### src/rtl/rng_pkg.sv
// Shared types, shift constants and range-mask helper for the bounded random-integer source.
package rng_pkg;

  typedef enum logic [1:0] {
    UNSEEDED,
    IDLE,
    GEN
  } fsm_e;

  localparam int SMEAR_W = 64;

  // Xorshift triples for the supported state widths; any other width falls back to the 16-bit set.
  function automatic int sh_a(input int width);
    case (width)
      32:      return 13;
      64:      return 13;
      default: return 7;
    endcase
  endfunction

  function automatic int sh_b(input int width);
    case (width)
      32:      return 17;
      64:      return 7;
      default: return 9;
    endcase
  endfunction

  function automatic int sh_c(input int width);
    case (width)
      32:      return 5;
      64:      return 17;
      default: return 8;
    endcase
  endfunction

  // Sets every bit at or below the most significant set bit of v.
  function automatic logic [SMEAR_W-1:0] smear_mask(input logic [SMEAR_W-1:0] v);
    logic [SMEAR_W-1:0] m;
    m = v;
    for (int s = 1; s < SMEAR_W; s = s * 2) begin
      m = m | (m >> s);
    end
    return m;
  endfunction

endpackage

### src/rtl/bounded_rng_if.sv
// Request/result handshake between a game controller and the bounded random-integer source.
interface bounded_rng_if #(
  parameter int OUT_W = 6
);
  logic             req;
  logic [OUT_W-1:0] min_n;
  logic [OUT_W-1:0] max_n;
  logic             ready;
  logic             valid;
  logic [OUT_W-1:0] rand_int;

  modport master (
    output req, min_n, max_n,
    input  ready, valid, rand_int
  );

  modport slave (
    input  req, min_n, max_n,
    output ready, valid, rand_int
  );
endinterface

### src/rtl/xorshift_step.sv
// One combinational xorshift step; a non-zero input never maps to zero.
module xorshift_step
  import rng_pkg::*;
#(
  parameter int WIDTH = 16
) (
  input  logic [WIDTH-1:0] cur_state,
  output logic [WIDTH-1:0] next_state
);
  localparam int A = sh_a(WIDTH);
  localparam int B = sh_b(WIDTH);
  localparam int C = sh_c(WIDTH);

  logic [WIDTH-1:0] s1;
  logic [WIDTH-1:0] s2;

  assign s1         = cur_state ^ (cur_state << A);
  assign s2         = s1 ^ (s1 >> B);
  assign next_state = s2 ^ (s2 << C);
endmodule

### src/rtl/bounded_rng.sv
// Seeded xorshift source returning uniform integers in [min_n, max_n) using mask-and-reject
// with a bounded number of attempts before a single-subtract fallback.
module bounded_rng
  import rng_pkg::*;
#(
  parameter int WIDTH   = 16,
  parameter int OUT_W   = 6,
  parameter int MAX_TRY = 8
) (
  input  logic         clock,
  input  logic         reset,
  input  logic         seed_en,
  bounded_rng_if.slave bus,
  output logic         seeded
);
  localparam int TRY_W = (MAX_TRY > 1) ? $clog2(MAX_TRY) : 1;

  fsm_e             fsm;
  fsm_e             fsm_nxt;
  logic [WIDTH-1:0] state;
  logic [WIDTH-1:0] step;
  logic [WIDTH-1:0] seed_cnt;
  logic             seed_en_q;
  logic [OUT_W-1:0] lo;
  logic [OUT_W-1:0] hi;
  logic [TRY_W-1:0] try_cnt;
  logic             valid_q;
  logic [OUT_W-1:0] rand_q;

  logic             seed_rise;
  logic             seed_load;
  logic [OUT_W-1:0] range_w;
  logic [OUT_W-1:0] mask;
  logic [OUT_W-1:0] cand;
  logic             degenerate;
  logic             hit;
  logic             last_try;

  logic             accept;
  logic             produce;
  logic             advance;
  logic             retry;
  logic [OUT_W-1:0] result;

  xorshift_step #(.WIDTH(WIDTH)) u_step (
    .cur_state  (state),
    .next_state (step)
  );

  assign seed_rise  = seed_en & ~seed_en_q;
  assign seed_load  = seed_en_q & ~seed_en;
  assign range_w    = hi - lo;
  assign degenerate = (hi <= lo);
  assign mask       = OUT_W'(smear_mask(SMEAR_W'(range_w - 1'b1)));
  assign cand       = step[OUT_W-1:0] & mask;
  assign hit        = (cand < range_w);
  assign last_try   = (try_cnt == TRY_W'(MAX_TRY - 1));

  assign bus.ready    = (fsm == IDLE);
  assign bus.valid    = valid_q;
  assign bus.rand_int = rand_q;

  // NOTE: every signal written here is given a default first so no path leaves it unassigned,
  // which would otherwise infer a latch.
  always_comb begin
    fsm_nxt = fsm;
    accept  = 1'b0;
    produce = 1'b0;
    advance = 1'b0;
    retry   = 1'b0;
    result  = lo;
    unique case (fsm)
      UNSEEDED: ;
      IDLE: begin
        if (bus.req) begin
          accept  = 1'b1;
          fsm_nxt = GEN;
        end
      end
      GEN: begin
        if (degenerate) begin
          produce = 1'b1;
          fsm_nxt = IDLE;
        end else begin
          advance = 1'b1;
          if (hit) begin
            produce = 1'b1;
            result  = lo + cand;
            fsm_nxt = IDLE;
          end else if (last_try) begin
            // cand < 2*range because the mask is below twice the range, so one subtract suffices.
            produce = 1'b1;
            result  = lo + (cand - range_w);
            fsm_nxt = IDLE;
          end else begin
            retry = 1'b1;
          end
        end
      end
      default: fsm_nxt = UNSEEDED;
    endcase
    // A seed load overrides whatever the FSM was doing, including an in-flight request.
    if (seed_load) begin
      fsm_nxt = IDLE;
      accept  = 1'b0;
      produce = 1'b0;
      advance = 1'b0;
      retry   = 1'b0;
    end
  end

  // NOTE: sequential state uses non-blocking assignments so every register samples pre-edge values.
  always_ff @(posedge clock) begin
    if (reset) fsm <= UNSEEDED;
    else       fsm <= fsm_nxt;
  end

  always_ff @(posedge clock) begin
    if (reset) begin
      state     <= WIDTH'(1);
      seed_cnt  <= '0;
      seed_en_q <= 1'b0;
      seeded    <= 1'b0;
      valid_q   <= 1'b0;
      rand_q    <= '0;
    end else begin
      seed_en_q <= seed_en;
      // The rising-edge cycle is itself the first counted cycle.
      if (seed_rise)    seed_cnt <= WIDTH'(1);
      else if (seed_en) seed_cnt <= seed_cnt + 1'b1;

      if (seed_load) begin
        state  <= (seed_cnt == '0) ? WIDTH'(1) : seed_cnt;
        seeded <= 1'b1;
      end else if (advance) begin
        state <= step;
      end

      valid_q <= produce;
      if (produce) rand_q <= result;
    end
  end

  // NOTE: latched bounds and the attempt counter are always written on accept before they are
  // read, so they carry no reset.
  always_ff @(posedge clock) begin
    if (accept) begin
      lo      <= bus.min_n;
      hi      <= bus.max_n;
      try_cnt <= '0;
    end else if (retry) begin
      try_cnt <= try_cnt + 1'b1;
    end
  end
endmodule

### src/flat_wrapper.sv
// flat-port wrapper written by rule: the top's interface ports become plain ports
module bounded_rng_flat import rng_pkg::*;
#(
  parameter int WIDTH   = 16,
  parameter int OUT_W   = 6,
  parameter int MAX_TRY = 8
)
  (clock, reset, seed_en, seeded, bus_req, bus_min_n, bus_max_n, bus_ready, bus_valid, bus_rand_int);
  bounded_rng_if #(.OUT_W(OUT_W)) bus_i ();
  input  logic clock;
  input  logic reset;
  input  logic seed_en;
  output logic seeded;
  input wire logic [$bits(bus_i.req)-1:0] bus_req;
  input wire logic [$bits(bus_i.min_n)-1:0] bus_min_n;
  input wire logic [$bits(bus_i.max_n)-1:0] bus_max_n;
  output wire logic [$bits(bus_i.ready)-1:0] bus_ready;
  output wire logic [$bits(bus_i.valid)-1:0] bus_valid;
  output wire logic [$bits(bus_i.rand_int)-1:0] bus_rand_int;
  assign bus_i.req = bus_req;
  assign bus_i.min_n = bus_min_n;
  assign bus_i.max_n = bus_max_n;
  assign bus_ready = bus_i.ready;
  assign bus_valid = bus_i.valid;
  assign bus_rand_int = bus_i.rand_int;
  bounded_rng #(.WIDTH(WIDTH), .OUT_W(OUT_W), .MAX_TRY(MAX_TRY)) u_core (.clock(clock), .reset(reset), .seed_en(seed_en), .bus(bus_i), .seeded(seeded));
endmodule
### config.mk
export PLATFORM = sky130hd
export DESIGN_NAME = bounded_rng_flat
export DESIGN_NICKNAME = d
export VERILOG_FILES = /design/src/rtl/rng_pkg.sv /design/src/rtl/bounded_rng_if.sv /design/src/rtl/xorshift_step.sv /design/src/rtl/bounded_rng.sv /design/src/flat_wrapper.sv
export SDC_FILE = /design/constraint.sdc
export NUM_CORES = 1
export LEC_CHECK = 0
export ABC_AREA = 1
export BUFFER_PORTS_ARGS = -buffer_cell sky130_fd_sc_hd__buf_2
export CAP_MARGIN = 20
export CORE_MARGIN = 2
export CORE_UTILIZATION = 56
export CTS_CLUSTER_DIAMETER = 50
export DETAILED_ROUTE_END_ITERATION = 6
export PLACE_DENSITY = 0.89
export SKIP_LAST_GASP = 1
export SYNTH_ARGS = -nofsm -noshare
export SYNTH_HDL_FRONTEND = slang
export SYNTH_SLANG_ARGS = --single-unit
### constraint.sdc
create_clock -name clock -period 4.1 [get_ports clock]
set_input_delay 0.41 -clock clock [delete_from_list [all_inputs] [get_ports clock]]
set_output_delay 0.41 -clock clock [all_outputs]
set_load 0.02 [all_outputs]
==> flow_metrics.py <==
metrics = {
    "status": {
        "status": "finished, violations left",
        "violations": "negative setup slack",
    },
    "route": {
        "via_count": 4097,
        "drt-wirelength-per-cell_um": 14.7,
        "first_pass_iters": 5,
        "drc_errors": 0,
        "routed_wl_um": 10600,
        "drtAntennaViolNets": 0,
        "routed_via_density": 5.66,
        "initialDrtViolationCount": 369,
    },
    "placed_design": {
        "dp_hpwl_um": 7300,
        "place.gp.congestion": 0.881,
        "io_buffers": 24,
    },
    "final_layout": {
        "finalNetCount": 676,
        "final_core_util_pct": 69.1,
        "fill_cells": 504,
        "final_cell_mix": "115 x nand2_1, 81 x inv_1, 55 x nor2_1, 46 x dfxtp_1, 42 x nand3_1",
        "drive_gt1_share_pct": 18.6,
        "n_antenna_cell": 0,
        "mostFrequentLayoutCell": "nand2_1",
        "area_growth_pct": 18.2,
    },
    "yosys": {
        "synth_area_per_cell_sq_um": 7.07,
        "synthesis.nets": 619,
        "synth-simple-area-share_pct": 28.2,
        "synth_edf_count": 12,
        "synth_cells": 568,
        "synth.yosys.warnings": 0,
        "ys.flop_type": "dfxtp_1",
        "synth-adder-area-share_pct": 12.2,
        "synth-async-reset-ratio_pct": 0,
        "ys_seq_elements": 58,
        "muxShareOfSynthArea_pct": 0,
        "yosysSeqAreaShare_pct": 31.9,
        "synth_xor_area_share_pct": 5.67,
        "synth_top_family_by_area": "simple AND/OR/NAND/NOR gates",
        "synth_compound_area_share_pct": 12.3,
        "synth_cell_type_count": 34,
        "syn_area_sq_um": 4020,
    },
    "clock_network": {
        "numCtsBuffers": 9,
        "clock_path_buffers": 2,
        "cts_sinks": 58,
        "clk_pin_slew_ns": 0.07,
        "cts_tree": "done",
        "clk_latency_ns": 0.35,
        "postCtsHoldBufs": 0,
        "htree_num_levels": 3,
        "root_buffer": "clkbuf_8",
    },
    "setup_path": {
        "crit_arrival_ns": 4.52,
        "rr_startpoint": "u_core.lo[0]$_DFFE_PP_",
        "path_max_fanout": 3,
        "required_ns": 4.35,
        "reg2reg_to": "u_core.bus.rand_int[5]$_SDFFE_PP0P_",
        "cp-start-kind": "flop",
        "crit_path_end_kind": "flop",
        "critical_path_class": "reg2reg",
        "ff2ff_setup_slack_ns": -0.17,
        "worstRegToRegCells": 24,
    },
    "timing": {
        "rsz0062_at_grt": "yes",
        "timing.fmax_mhz": 234,
        "period_share_pct": 104,
        "setup_viol": 6,
        "fin_ws_ns": -0.168,
        "min_period_ns": 4.27,
        "finClkSkew_ns": 0.0131,
        "hold_viol_final": 0,
        "maxSlewHeadroom_pct": 39.9,
        "drv_slew": 0,
        "tightest_slew_ns": 0.893,
    },
    "power": {
        "leakagePower_nw": 2.22,
        "powerDensity_nw_per_um2": 332,
        "ir_worst_vdd_mv": 0.190,
        "power.total_mw": 1.58,
    },
    "global_routing": {
        "grt_pass1_vias": 3795,
        "gr-usage-all-layers_pct": 26.9,
        "antenna_found_initial": 0,
        "grt_pass1_wl_um": 16400,
        "grt_max_degree": 27,
        "globalRoute.totalOverflow": 0,
    },
    "worst_hold_path": {
        "whs_endpoint": "u_core.lo[5]$_DFFE_PP_",
        "hold_start": "bus_min_n[5]",
        "hold_depth": 1,
        "holdCritPathClass": "in2reg",
    },
    "die": {
        "ios": 25,
        "fp.dieH_um": 88.7,
        "core_area_sq_um": 6870,
        "rows": 30,
        "fp.dieW_um": 88.7,
        "die-area_sq_um": 7870,
        "start_util_pct": 58.5,
    },
    "flow_run": {
        "drv_cap": 0,
    },
}
[power breakdown]
part           total (mW)  switching, mW  leakage, nW  internal (mW)
clock network       0.453          0.229       0.0875          0.224
logic               0.508          0.284         1.65          0.224
registers           0.616         0.0144        0.482          0.601
total                1.58          0.528         2.22           1.05
[layer usage]
layer  GRT usage, %  vias to the layer above  wire, um
li1               -                     1962         -
met1           33.1                     1900      4290
met2           46.7                      198      5290
met3           3.92                       37       766
met4           11.4                        0       297
met5              0                        -         0
[worst max-delay path by stage]
| stage | start | end | slack [ns] | cells past startpoint |
|---|---|---|---|---|
| 2_1_floorplan | u_core.hi[0]$_DFFE_PP_ | u_core.bus.rand_int[5]$_SDFFE_PP0P_ | 0.01 | 27 |
| 3_3_place_gp | u_core.hi[0]$_DFFE_PP_ | u_core.bus.rand_int[5]$_SDFFE_PP0P_ | -0.02 | 27 |
| 3_5_place_dp | u_core.hi[0]$_DFFE_PP_ | u_core.bus.rand_int[5]$_SDFFE_PP0P_ | -0.27 | 27 |
| 4_1_cts | u_core.hi[0]$_DFFE_PP_ | u_core.bus.rand_int[5]$_SDFFE_PP0P_ | -0.06 | 27 |
| 5_1_grt | u_core.lo[0]$_DFFE_PP_ | u_core.bus.rand_int[5]$_SDFFE_PP0P_ | -0.35 | 25 |
| 6_report | u_core.lo[0]$_DFFE_PP_ | u_core.bus.rand_int[5]$_SDFFE_PP0P_ | -0.17 | 24 |
[state kept, by name, indices dropped and copies added (netlist names)]
| register | cells |
|---|---|
| u_core.fsm | 2 |
| u_core.hi | 6 |
| u_core.bus.rand_int | 6 |
| u_core.seed_en_q | 1 |
| u_core.bus.valid | 1 |
| u_core.seed_cnt | 16 |
| u_core.seeded | 1 |
| u_core.state | 16 |
| u_core.try_cnt | 3 |
| u_core.lo | 6 |
[cells by family after synthesis]
kind of cell               count (synthesis)
buffers and inverters                    101
DFF                                       58
and+or+nand+nor                          257
xor gates and xnor gates                  26
AOI/OAI and AO/OA                         91
adders and majority gates                 35
[cell type report]
| type | count | area (sq um) | area share (%) |
|---|---|---|---|
| inverters | 88 | 330 | 6.96 |
| multi-input cells | 409 | 2460 | 51.8 |
| clock buffers | 10 | 138 | 2.90 |
| clock inverters | 4 | 20.0 | 0.422 |
| well taps | 96 | 120 | 2.53 |
| repair buffers | 59 | 399 | 8.41 |
| flip-flops and latches | 58 | 1280 | 27.0 |
[cell usage after synthesis, types with 7 or more instances]
cell | number | area share (%)
nand2_1 | 120 | 11
inv_1 | 86 | 8.0
nor2_1 | 57 | 5.3
dfxtp_1 | 46 | 23
nand3_1 | 46 | 5.7
a21oi_1 | 42 | 5.2
o21ai_0 | 30 | 3.7
ha_1 | 28 | 8.7
xnor2_1 | 14 | 3.1
edfxtp_1 | 12 | 9.0
xor2_1 | 12 | 2.6
a31oi_1 | 9 | 1.4
clkbuf_1 | 8 | 0.75
fa_1 | 7 | 3.5
or2_2 | 7 | 1.1
[through the flow]
step | TNS (ns) | instances | setup slack [ns] | area [sq um] | hold WS [ns]
finish | -0.594 | 724 | -0.168 | 4750 | 0.228
global route | -1.85 | 724 | -0.348 | 4750 | 0.223
CTS | -0.0597 | 713 | -0.0597 | 4610 | 0.226
detailed placement | -0.576 | 694 | -0.272 | 4390 | 0.460
global placement | -0.0156 | 694 | -0.0156 | 4390 | 0.436
floorplan | 0 | 568 | 0.0131 | 4070 | 0.425
[critical path, stage by stage (launching register included)]
cell and delay, ns:
edfxtp_1 0.45, ha_4 0.19, inv_2 0.07, fa_1 0.45, inv_2 0.10, nand2_1 0.08, a21oi_2 0.19, nand3_2 0.11
nor2_2 0.11, nand2_1 0.07, nand2_2 0.09, o21ai_0 0.13, o21ai_1 0.26, fa_1 0.48, inv_1 0.09, ha_1 0.26
a21o_1 0.20, a21oi_2 0.15, or2_4 0.13, nand3_2 0.06, xor2_1 0.15, a21oi_1 0.13, nor2_1 0.06, nor2_1 0.09
nor2_1 0.06
[what timing repair did]
item	4_1_cts	5_1_grt
buffers inserted	5	11
pin swaps	5	16
resized for setup	6	11
gates cloned	0	0
setup endpoints to repair	6	12
Note: power is estimated with default switching activity, not from simulation.
